<file path="config.mk">
export PLATFORM = sky130hd
export DESIGN_NAME = fifo_rd_ctrl
export DESIGN_NICKNAME = d
export VERILOG_FILES = /design/src/rtl/fifo_pkg.sv /design/src/rtl/gray2bin_comb.sv /design/src/rtl/fifo_rd_ctrl.sv
export SDC_FILE = /design/constraint.sdc
export NUM_CORES = 1
export LEC_CHECK = 0
export BUFFER_PORTS_ARGS = -buffer_cell sky130_fd_sc_hd__clkbuf_2
export CAP_MARGIN = 30
export CELL_PAD_IN_SITES_DETAIL_PLACEMENT = 0
export CELL_PAD_IN_SITES_GLOBAL_PLACEMENT = 1
export CORE_ASPECT_RATIO = 0.9
export CORE_UTILIZATION = 34
export CTS_BUF_LIST = sky130_fd_sc_hd__clkbuf_16
export CTS_CLUSTER_SIZE = 12
export DETAILED_ROUTE_END_ITERATION = 7
export PLACE_DENSITY_LB_ADDON = 0.1
export REMOVE_ABC_BUFFERS = 1
export SYNTH_ARGS = -nofsm -noshare
export SYNTH_HDL_FRONTEND = slang
export SYNTH_SLANG_ARGS = --single-unit
</file>
<file path="constraint.sdc">
create_clock -name clk -period 2.4 [get_ports clk]
set_clock_uncertainty 0.1 [all_clocks]
set_input_delay 0.48 -clock clk [delete_from_list [all_inputs] [get_ports clk]]
set_output_delay 0.48 -clock clk [all_outputs]
set_load 0.02 [all_outputs]
</file>
<file path="src/rtl/fifo_pkg.sv">
// Shared async-FIFO helpers: pointer width derivation and Gray/binary conversion,
// used by both the read-side and write-side pointer controllers.
package fifo_pkg;

    localparam int unsigned GRAY_MAX_W = 32;

    typedef logic [GRAY_MAX_W-1:0] ptr_wide_t;

    // One extra bit beyond the address width serves as the lap bit.
    function automatic int unsigned ptr_width(input int unsigned depth);
        return 32'($clog2(depth)) + 32'd1;
    endfunction

    function automatic ptr_wide_t bin2gray(input ptr_wide_t b);
        return b ^ (b >> 1);
    endfunction

    function automatic ptr_wide_t gray2bin(input ptr_wide_t g);
        ptr_wide_t b;
        b[GRAY_MAX_W-1] = g[GRAY_MAX_W-1];
        for (int unsigned i = 1; i < GRAY_MAX_W; i++) begin
            b[GRAY_MAX_W-1-i] = b[GRAY_MAX_W-i] ^ g[GRAY_MAX_W-1-i];
        end
        return b;
    endfunction

endpackage

</file>
<file path="src/rtl/gray2bin_comb.sv">
// Combinational Gray-to-binary converter: XOR prefix chain running from the MSB down.
module gray2bin_comb #(
    parameter int unsigned WIDTH = 4
) (
    input  logic [WIDTH-1:0] gray_i,
    output logic [WIDTH-1:0] bin_o
);

    always_comb begin
        bin_o          = '0;
        bin_o[WIDTH-1] = gray_i[WIDTH-1];
        for (int unsigned i = 1; i < WIDTH; i++) begin
            bin_o[WIDTH-1-i] = bin_o[WIDTH-i] ^ gray_i[WIDTH-1-i];
        end
    end

endmodule

</file>
<file path="src/rtl/fifo_rd_ctrl.sv">
// Async FIFO read-side controller: read pointer, Gray pointer for the write domain,
// and registered empty / almost_empty / fill level from the synchronised write pointer.
module fifo_rd_ctrl
    import fifo_pkg::*;
#(
    parameter  int unsigned MEM_DEPTH     = 8,
    parameter  int unsigned AEMPTY_THRESH = 1,
    localparam int unsigned PTR_W         = ptr_width(MEM_DEPTH)
) (
    input  logic             clk,
    input  logic             RST,
    input  logic             rd_inc,
    input  logic [PTR_W-1:0] sync_wr_ptr,
    output logic [PTR_W-2:0] rd_addr,
    output logic [PTR_W-1:0] rd_ptr_gray,
    output logic             empty,
    output logic             almost_empty,
    output logic [PTR_W-1:0] rd_level
);

    logic [PTR_W-1:0] rd_ptr_q, rd_ptr_d;
    logic [PTR_W-1:0] rd_gray_q, rd_gray_d;
    logic [PTR_W-1:0] level_q, level_d;
    logic [PTR_W-1:0] wr_bin;
    logic             empty_q, empty_d;
    logic             aempty_q, aempty_d;
    logic             rd_en;

    gray2bin_comb #(
        .WIDTH (PTR_W)
    ) u_wr_g2b (
        .gray_i (sync_wr_ptr),
        .bin_o  (wr_bin)
    );

    // Status is computed against the post-read pointer so the edge that consumes
    // the last word also raises empty, leaving no window for an extra read.
    always_comb begin
        rd_en     = rd_inc & ~empty_q;
        rd_ptr_d  = rd_ptr_q + {{(PTR_W-1){1'b0}}, rd_en};
        rd_gray_d = PTR_W'(bin2gray(ptr_wide_t'(rd_ptr_d)));
        empty_d   = (rd_gray_d == sync_wr_ptr);
        level_d   = wr_bin - rd_ptr_d;
        aempty_d  = (level_d <= PTR_W'(AEMPTY_THRESH));
    end

    always_ff @(posedge clk or negedge RST) begin
        if (!RST) begin
            rd_ptr_q  <= '0;
            rd_gray_q <= '0;
            empty_q   <= 1'b1;
            aempty_q  <= 1'b1;
            level_q   <= '0;
        end else begin
            rd_ptr_q  <= rd_ptr_d;
            rd_gray_q <= rd_gray_d;
            empty_q   <= empty_d;
            aempty_q  <= aempty_d;
            level_q   <= level_d;
        end
    end

    assign rd_addr      = rd_ptr_q[PTR_W-2:0];
    assign rd_ptr_gray  = rd_gray_q;
    assign empty        = empty_q;
    assign almost_empty = aempty_q;
    assign rd_level     = level_q;

endmodule
</file>
==> results of run 1 <==
==> repair_timing <==
action                                  CTS  global route
endpoints found under the setup margin    2             1
pin swaps                                 1             4
buffers inserted                          0             2
resized for setup                         2             6
gates cloned                              0             0
hold endpoints to repair                  0             0
==> area by class of cell <==
class | count | area [sq um]
Clock buffer | 3 | 75.1
Clock inverter | 1 | 3.75
Fill cell | 174 | 863
Inverter | 5 | 18.8
Multi-Input combinational cell | 33 | 390
Sequential cell | 13 | 328
Tap cell | 25 | 31.3
Timing Repair Buffer | 31 | 185
==> flip-flops by register name, indices dropped and copies added (netlist names) <==
register      count
empty             1
rd_level          4
rd_ptr_q          3
almost_empty      1
rd_ptr_gray       4
==> final timing paths <==
check / from / end / slack [ns] / depth (start not counted)
worst max-delay path: empty$_DFF_PN1_ / almost_empty$_DFF_PN1_ / 0.09 / 9
worst min-delay path: RST / rd_ptr_gray[1]$_DFF_PN0_ / 0.02 / 1
worst max register to register: empty$_DFF_PN1_ / almost_empty$_DFF_PN1_ / 0.09 / 9
worst min register to register: rd_ptr_gray[3]$_DFF_PN0_ / rd_ptr_gray[3]$_DFF_PN0_ / 0.43 / 1
max in group asynchronous: RST / almost_empty$_DFF_PN1_ / 1.89 / 1
min in group clk: rd_ptr_gray[3]$_DFF_PN0_ / rd_ptr_gray[3]$_DFF_PN0_ / 0.43 / 1
==> cell usage after synthesis (2+ instances only) <==
library cell / number / area share
ha_1: 5 / 0.091
xor2_1: 6 / 0.077
inv_1: 5 / 0.027
dfstp_2: 2 / 0.077
xnor2_1: 8 / 0.10
and2_1: 2 / 0.018
dfrtp_1: 11 / 0.40
==> power by group through the flow <==
| stage | Combinational [mW] | Clock, mW | Sequential (mW) |
|---|---|---|---|
| global route | 1.23 | 0.321 | 0.421 |
| finish | 1.12 | 0.304 | 0.406 |
| global placement | 0.996 | 0 | 0.396 |
| detailed placement | 0.991 | 0 | 0.398 |
| floorplan | 0.549 | 0 | 0.526 |
| CTS | 1.03 | 0.309 | 0.395 |
==> cells by family after synthesis <==
group	after synthesis	synth area share
simple gates	8	0.0749
fa+ha+maj	5	0.0914
compound gates	3	0.0603
buf+inv	6	0.0329
mux	1	0.0146
xor+xnor	16	0.247
flops	13	0.479
==> layer usage <==
layer | track usage | share of wire | wire [um] | vias up
li1 | - | - | - | 238
met1 | 0.168 | 0.51 | 586 | 209
met2 | 0.162 | 0.40 | 457 | 16
met3 | 0.0412 | 0.046 | 53 | 6
met4 | 0.106 | 0.039 | 44 | 0
met5 | 0 | 0 | 0 | -
==> through the flow <==
stage	setup TNS (ns)	hold slack (ns)
finish	0	0.0221
floorplan	-0.110	0.0844
detailed placement	-0.313	0.283
global route	0	0.0425
global placement	-0.325	0.285
CTS	0	0.0272
==> summary.txt, run 1 <==
Run status
  – Status: completed

Flow run
  – Max Cap Violations: 0

Placement
  – Port Buffer Count: 19
  – Dpl hpwl: slightly above 900 um
  – Placed Area: 882 sq um
  – Placer Congestion: just under 0.7
  – Dpl cells: ~110
  – Pre-CTS WS: -0.176 ns

Critical path
  – CP Max Fanout: 2
  – Critical path class: flop to flop
  – CP Launch Type: flop
  – CP arrival: about 2.4 ns
  – Worst setup EP type: flop
  – Worst path cell trace: nor2b_1 > ha_2 > ha_4 > xnor2_4 > ha_4 > or3b_4 > o311ai_4 > xnor2_2 > nor3_2
  – CP max-delay cell: dfstp_2
  – Top Family by Delay on Critical Path: adder cells
  – Most Frequent Cell on Critical Path: ha_4
  – Req. time, crit path: 2.46 ns
  – Crit path buf inv count: 0
  – Worst path max stage delay: 0.53 ns

Final layout
  – Diodes inserted: 0
  – Commonest non-fill, non-tap cell in the layout: clkbuf_2
  – Share of cells above drive strength 1: 0.523
  – Most frequent cells in the layout: clkbuf_2 (19), buf_4 (12), dfrtp_1 (11)
  – Fin cells: about 110
  – Nets: 99
  – P&R area growth vs syn: 50.8%
  – Fin util: 0.545
  – Final Cell Area: between 1000 and 1500 sq um

Routing
  – Starting DRC count in detailed routing: 6
  – Post-route DRC: 0
  – Antenna-violating nets left: 0
  – Post-Route WL: around 1.1 mm
  – Via/cell ratio: around 4.2
  – First-pass iteration count of the detailed router: 4
  – Vias post-DR: between 400 and 500
  – Wire per inst: around 10 um

GRT
  – Initial antenna violation count: 0
  – Vias in the first global route: between 400 and 500
  – GRT Overall Usage: 0.126
  – Largest net degree at the start of global routing: 14
  – First-pass GRT wire length: 1.92 mm
  – Grt ovf: 0

Clock network
  – CTS H-tree lvls: 1
  – TritonCTS clock tree: done
  – Clk Latency, worst-skew pair: between 0.2 and 0.25 ns
  – Clock buffer depth: 2
  – Root Driver: clkbuf_16
  – CTS sink count: 13
  – TritonCTS Buffers: 3
  – # hold bufs at CTS: 0
  – Reg clk slew, reported paths: roughly 0.040 ns

Die
  – Starting Density: 0.361
  – Number of I/O pins: 20
  – Die width: roughly 49 um
  – Site Rows: 15
  – Chip height: roughly 45 um
  – Die footprint: 2200 sq um
  – Core area: roughly 1900 sq um

Min path
  – Type of the most critical hold path: input pin to async pin

Power
  – Cell leakage power: 0.509 nW
  – Switch Pwr: just under 0.7 mW
  – Seq pwr share: 0.222
  – Power share of the combinational group: 0.613
  – Pwr/cell area: 1780 nW/um^2
  – Switching Share: 0.377
  – Clock share of power: 0.166
  – Max VDD drop: between 0.8 and 0.9 mV
  – Tot Pwr: between 1.5 and 2 mW
  – P_int: about 1.1 mW

Logic synthesis
  – Post-synth EDFFs: 0
  – Synth Flop Type: dfrtp_1
  – Syn_area_per_cell: between 10 and 15 sq um
  – Synth Cell Area: 684 sq um
  – Ys async rst share: 1.00
  – Register area share after synthesis: 0.479
  – Post-synth cell types: 20
  – FF+latch count, synth: 13
  – Synthesized netlist cell count: 52
  – Synth warnings: 0

Timing
  – Tcrit/Tclk final: 0.961
  – Min Tclk post-route: roughly 2.3 ns
  – RSZ-0062 raised after global routing: false
  – Final WS setup: about 0.094 ns
  – Final setup vio count: 0
  – Measured slew at the worst slew-check pin: 0.315 ns
  – Max frequency: approximately 430 MHz
  – Slew Limit Fails: 0
  – Rel. slew slack: 0.790
  – Hold Violations, Final: 0
Power figures use the tool's default switching activity.
==> inputs of run 2 (changes only) <==
--- a/config.mk
+++ b/config.mk
@@ -5,15 +5,15 @@
 export SDC_FILE = /design/constraint.sdc
 export NUM_CORES = 1
 export LEC_CHECK = 0
-export BUFFER_PORTS_ARGS = -buffer_cell sky130_fd_sc_hd__clkbuf_2
 export CAP_MARGIN = 30
 export CELL_PAD_IN_SITES_DETAIL_PLACEMENT = 0
 export CELL_PAD_IN_SITES_GLOBAL_PLACEMENT = 1
 export CORE_ASPECT_RATIO = 0.9
-export CORE_UTILIZATION = 34
+export CORE_UTILIZATION = 40
 export CTS_BUF_LIST = sky130_fd_sc_hd__clkbuf_16
 export CTS_CLUSTER_SIZE = 12
 export DETAILED_ROUTE_END_ITERATION = 7
+export DONT_BUFFER_PORTS = 1
 export PLACE_DENSITY_LB_ADDON = 0.1
 export REMOVE_ABC_BUFFERS = 1
 export SYNTH_ARGS = -nofsm -noshare
==> summary.txt, run 2 (synthesis gave the netlist of run 1 again) <==
Clock network
  – Root Driver: clkbuf_16
  – Clk Latency, worst-skew pair: 0.24 ns (about the same)
  – TritonCTS Buffers: 3 (unchanged)
  – CTS H-tree lvls: 1 (unchanged)
  – TritonCTS clock tree: done
  – Clock buffer depth: 2 (unchanged)
  – Setup repair bufs after CTS: 0 (unchanged)
  – Reg clk slew, reported paths: 0.04 ns (about the same)
  – CTS sink count: 13 (unchanged)

Placement
  – Dpl hpwl: 915 um (-0.52%)
  – Placer Congestion: 0.740 (+10%)
  – Placed Area: 776 sq um (-12%)
  – Pre-CTS WS: -0.0764 ns (+0.0992 ns)
  – Port Buffer Count: 0 (-19)

Flow run
  – Max Cap Violations: 0 (unchanged)

Final layout
  – Final Cell Area: 877 sq um (-15%)
  – Most frequent cells in the layout: dfrtp_1 (11), buf_4 (9), xnor2_1 (7)
  – Commonest non-fill, non-tap cell in the layout: dfrtp_1
  – Share of cells above drive strength 1: 0.308 (-0.216)
  – Fill count: 125 (-28%)
  – Nets: 78 (-21%)
  – P&R area growth vs syn: 28.2%
  – Diodes inserted: 0 (unchanged)

Critical path
  – Critical path class: flop to flop
  – Worst path cell trace: nor2b_1 > ha_1 > ha_2 > xnor2_1 > ha_1 > or3b_4 > o311ai_4 > xnor2_2 > nor3_2
  – Top Family by Delay on Critical Path: adder cells
  – CP max-delay cell: dfstp_2
  – CP Max Fanout: 2 (unchanged)
  – Most Frequent Cell on Critical Path: ha_1
  – Worst setup EP type: flop
  – Worst path max stage delay: 0.52 ns (about the same)
  – CP arrival: 2.36 ns (about the same)
  – Req. time, crit path: 2.46 ns (about the same)
  – CP Launch Type: flop
  – Crit path buf inv count: 0 (unchanged)

Die
  – Site Rows: 13 (-2)
  – Core area: 1510 sq um (-20%)
  – Chip height: 41.2 um (-7.5%)
  – Die width: 45.6 um (-7.5%)
  – Number of I/O pins: 20 (unchanged)
  – Die footprint: 1880 sq um (-14%)
  – Starting Density: 0.452 (+0.0914)

GRT
  – Grt ovf: 0 (unchanged)
  – GRT Overall Usage: 0.149 (+0.0235)
  – Initial antenna violation count: 0 (unchanged)
  – Largest net degree at the start of global routing: 14 (unchanged)
  – First-pass GRT wire length: 1.84 mm (-4.3%)
  – Vias in the first global route: 402 (-7.4%)

Routing
  – Via/cell ratio: 4.59 (+8.5%)
  – Wire per inst: 13.1 um (+27%)
  – Vias post-DR: 399 (-15%)
  – Starting DRC count in detailed routing: 7 (+1)
  – Post-Route WL: 1.14 mm (-0.44%)
  – Post-route DRC: 0 (unchanged)
  – Antenna-violating nets left: 0 (unchanged)
  – First-pass iteration count of the detailed router: 4 (unchanged)

Timing
  – Rel. slew slack: 0.637 (-0.153)
  – Final setup vio count: 0 (unchanged)
  – Hold Violations, Final: 0 (unchanged)
  – Final WS setup: 0.0975 ns (+0.00335 ns)
  – Tcrit/Tclk final: 0.959 (-0.00140)
  – RSZ-0062 raised after global routing: false
  – Slew Limit Fails: 0 (unchanged)
  – Hold_ws: 0.334 ns (+0.311 ns)
  – Max frequency: 434 MHz (+0.15%)
  – Measured slew at the worst slew-check pin: 0.543 ns (+0.228 ns)
  – Min Tclk post-route: 2.30 ns (-0.00335 ns)

Min path
  – Type of the most critical hold path: input pin to flop

Run status
  – Status: completed
-- run 2: changes by cell type in the layout (fill, tap and decap cells not counted), sizes merged --
cell / change
buf: -3
clkbuf: -19
dlygate4sd3: +1
-- run 2: through the flow --
step	utilization	setup TNS, ns	std cells
3_5_place_dp	0.513	-0.121	82
2_1_floorplan	-	-0.110	51
5_1_grt	0.580	0	87
6_report	0.580	0	87
4_1_cts	0.578	0	87
3_3_place_gp	0.513	-0.103	82
-- run 2: layer usage --
metal  GRT usage  routed length, um  vias up
met1       0.200                531      186
li1            -                  -      195
met4      0.0682                 14        0
met3      0.0352                 76        2
met2       0.229                514       16
met5           0                  0        -
-- run 2: what timing repair did --
item / in CTS / in global routing
hold buffers: 1 / 0
gates resized for setup: 2 / 1
setup endpoints to repair: 2 / 1
endpoints found under the hold margin: 13 / 0
pin swaps: 0 / 1
-- run 2: final cells by class --
class	count	area, sq um	area share
tap	22	27.5	0.0314
clock inverter	1	3.75	0.00428
inverter	5	18.8	0.0214
sequential	13	328	0.374
clock buffer	3	75.1	0.0856
timing repair buffer	10	77.6	0.0884
multi-input combinational	33	347	0.395
-- run 2: final timing paths --
check | cells past startpoint | slack (ns) | startpoint | end
hold reg to reg | 2 | 0.60 | rd_ptr_q[0]$_DFF_PN0_ | rd_ptr_q[0]$_DFF_PN0_
setup reg to reg | 9 | 0.1 | empty$_DFF_PN1_ | almost_empty$_DFF_PN1_
max in group asynchronous | 1 | 1.26 | RST | almost_empty$_DFF_PN1_
setup / recovery | 9 | 0.1 | empty$_DFF_PN1_ | almost_empty$_DFF_PN1_
min in group asynchronous | 1 | 0.57 | RST | rd_ptr_gray[1]$_DFF_PN0_
hold / removal | 2 | 0.33 | sync_wr_ptr[2] | empty$_DFF_PN1_
-- run 2: worst register-to-register path, delay by kind of cell, from the launching register on --
family | cells | cell delay (ns)
fa+ha+maj | 3 | 0.70
flops | 1 | 0.52
simple gates | 3 | 0.50
xor+xnor | 2 | 0.31
compound gates | 1 | 0.10
Power of run 2 is left out: the tool's default activity adds up to more than one toggle a clock period on the data nets, which glitch-free logic cannot reach.
==> inputs of run 3 (changes only) <==
--- a/config.mk
+++ b/config.mk
@@ -16,6 +16,7 @@
 export DONT_BUFFER_PORTS = 1
 export PLACE_DENSITY_LB_ADDON = 0.1
 export REMOVE_ABC_BUFFERS = 1
+export SKIP_CTS_REPAIR_TIMING = 1
 export SYNTH_ARGS = -nofsm -noshare
 export SYNTH_HDL_FRONTEND = slang
 export SYNTH_SLANG_ARGS = --single-unit
==> constraint.sdc (replaced) <==
create_clock -name clk -period 2.7 [get_ports clk]
set_clock_uncertainty 0.1 [all_clocks]
set_input_delay 0.54 -clock clk [delete_from_list [all_inputs] [get_ports clk]]
set_output_delay 0.54 -clock clk [all_outputs]
set_load 0.02 [all_outputs]
==> summary.txt, run 3 (synthesis gave the netlist of run 1 again) <==
Routing
  – First-pass iteration count of the detailed router: 2 (-2)
  – Via/cell ratio: 4.81 (+4.9%)
  – Vias post-DR: 385 (-3.5%)
  – Post-Route WL: 1.18 mm (+3.3%)
  – Antenna-violating nets left: 0 (unchanged)
  – Wire per inst: 14.7 um (+12%)
  – Starting DRC count in detailed routing: 2 (-5)
  – Post-route DRC: 0 (unchanged)

Die
  – Chip height: 41.2 um (unchanged)
  – Die footprint: 1880 sq um (unchanged)
  – Die width: 45.6 um (unchanged)
  – Core area: 1510 sq um (unchanged)
  – Site Rows: 13 (unchanged)
  – Starting Density: 0.452 (unchanged)
  – Number of I/O pins: 20 (unchanged)

Clock network
  – Clock buffer depth: 2 (unchanged)
  – CTS H-tree lvls: 1 (unchanged)
  – Reg clk slew, reported paths: 0.04 ns (about the same)
  – TritonCTS Buffers: 3 (unchanged)
  – CTS sink count: 13 (unchanged)
  – TritonCTS clock tree: done
  – Root Driver: clkbuf_16
  – Clk Latency, worst-skew pair: 0.24 ns (about the same)

Placement
  – Pre-CTS WS: 0.0914 ns (+0.168 ns)
  – Dpl hpwl: 908 um (-0.84%)
  – Port Buffer Count: 0 (unchanged)
  – Placer Congestion: 0.717 (-3.2%)

Timing
  – Min Tclk post-route: 2.50 ns (+0.196 ns)
  – Final WS setup: 0.201 ns (+0.104 ns)
  – Hold_ws: 0.0430 ns (-0.291 ns)
  – Final setup vio count: 0 (unchanged)
  – Tcrit/Tclk final: 0.925 (-0.0339)
  – RSZ-0062 raised after global routing: false
  – Setup TNS Final: 0 ns (unchanged)
  – Hold Violations, Final: 0 (unchanged)
  – Measured slew at the worst slew-check pin: 0.491 ns (-0.0518 ns)
  – Slew Limit Fails: 0 (unchanged)
  – Max frequency: 400 MHz (-7.9%)
  – Rel. slew slack: 0.671 (+0.0347)

GRT
  – Grt met3 use: 0.0485 (+0.0132)
  – M1 GR Usage: 0.182 (-0.0182)
  – GRT Max-Usage Layer: met2
  – Largest net degree at the start of global routing: 14 (unchanged)
  – Grt ovf: 0 (unchanged)
  – First-pass GRT wire length: 1.81 mm (-1.1%)
  – Vias in the first global route: 388 (-3.5%)
  – Initial antenna violation count: 0 (unchanged)
  – GRT Overall Usage: 0.151 (+0.00230)
  – Global-route track usage on met2: 0.239 (+0.0107)

Final layout
  – Fin util: 0.537 (-0.0430)
  – Share of cells above drive strength 1: 0.190 (-0.118)
  – Nets: 71 (-9.0%)
  – P&R area growth vs syn: 18.6%
  – Diodes inserted: 0 (unchanged)
  – Commonest non-fill, non-tap cell in the layout: dfrtp_1
  – Most frequent cells in the layout: dfrtp_1 (11), xnor2_1 (8), inv_1 (6), xor2_1 (6), ha_1 (5)

Min path
  – Type of the most critical hold path: input pin to async pin

Critical path
  – Flop2flop setup slack: 0.20 ns (+0.10 ns)
  – CP Max Fanout: 3 (+1)
  – FF-to-FF path depth: 9 (unchanged)
  – CP arrival: 2.56 ns (+0.20 ns)
  – RR Startpoint: empty$_DFF_PN1_
  – Crit path launch: empty$_DFF_PN1_
  – Crit Reg-Reg Endpoint: almost_empty$_DFF_PN1_
  – CP Launch Type: flop
  – Worst setup EP type: flop
  – Req. time, crit path: 2.76 ns (+0.30 ns)
  – Critical path class: flop to flop

Run status
  – Status: completed

Flow run
  – Max Cap Violations: 0 (unchanged)
## run 3: worst max-delay path: stages, from the launching register on
cell	delay, ns
dfstp_2	0.52
nor2b_1	0.04
ha_1	0.20
ha_1	0.23
xnor2_1	0.17
ha_1	0.31
or3b_2	0.48
o311ai_4	0.10
xnor2_1	0.20
nor3_2	0.06
## run 3: worst max-delay path by stage
stage | end | slack (ns) | cells past startpoint
after floorplan | almost_empty$_DFF_PN1_ | 0.21 | 9
after global placement | almost_empty$_DFF_PN1_ | 0.14 | 9
after detailed placement | almost_empty$_DFF_PN1_ | 0.09 | 9
after CTS | almost_empty$_DFF_PN1_ | 0.18 | 9
after global routing | almost_empty$_DFF_PN1_ | 0.08 | 9
final | almost_empty$_DFF_PN1_ | 0.20 | 9
## run 3: layout make-up
| type | instances | area (sq um) |
|---|---|---|
| tap | 22 | 27.5 |
| clock inverter | 1 | 3.75 |
| timing repair buffer | 3 | 25.0 |
| multi-input combinational | 33 | 334 |
| fill | 132 | 701 |
| inverter | 5 | 18.8 |
| clock buffer | 3 | 75.1 |
| sequential | 13 | 328 |
## run 3: layer usage
layer,part of all wire,routed length [um]
met5,0,0
met4,0,0
met3,0.073,86
met2,0.48,559
met1,0.45,529
## run 3: through the flow
stage	cells	instance area, sq um
after detailed placement	75	723
after global placement	75	723
after CTS	79	802
after global routing	80	812
after floorplan	51	681
final	80	812
Power of run 3 is left out for the same reason.
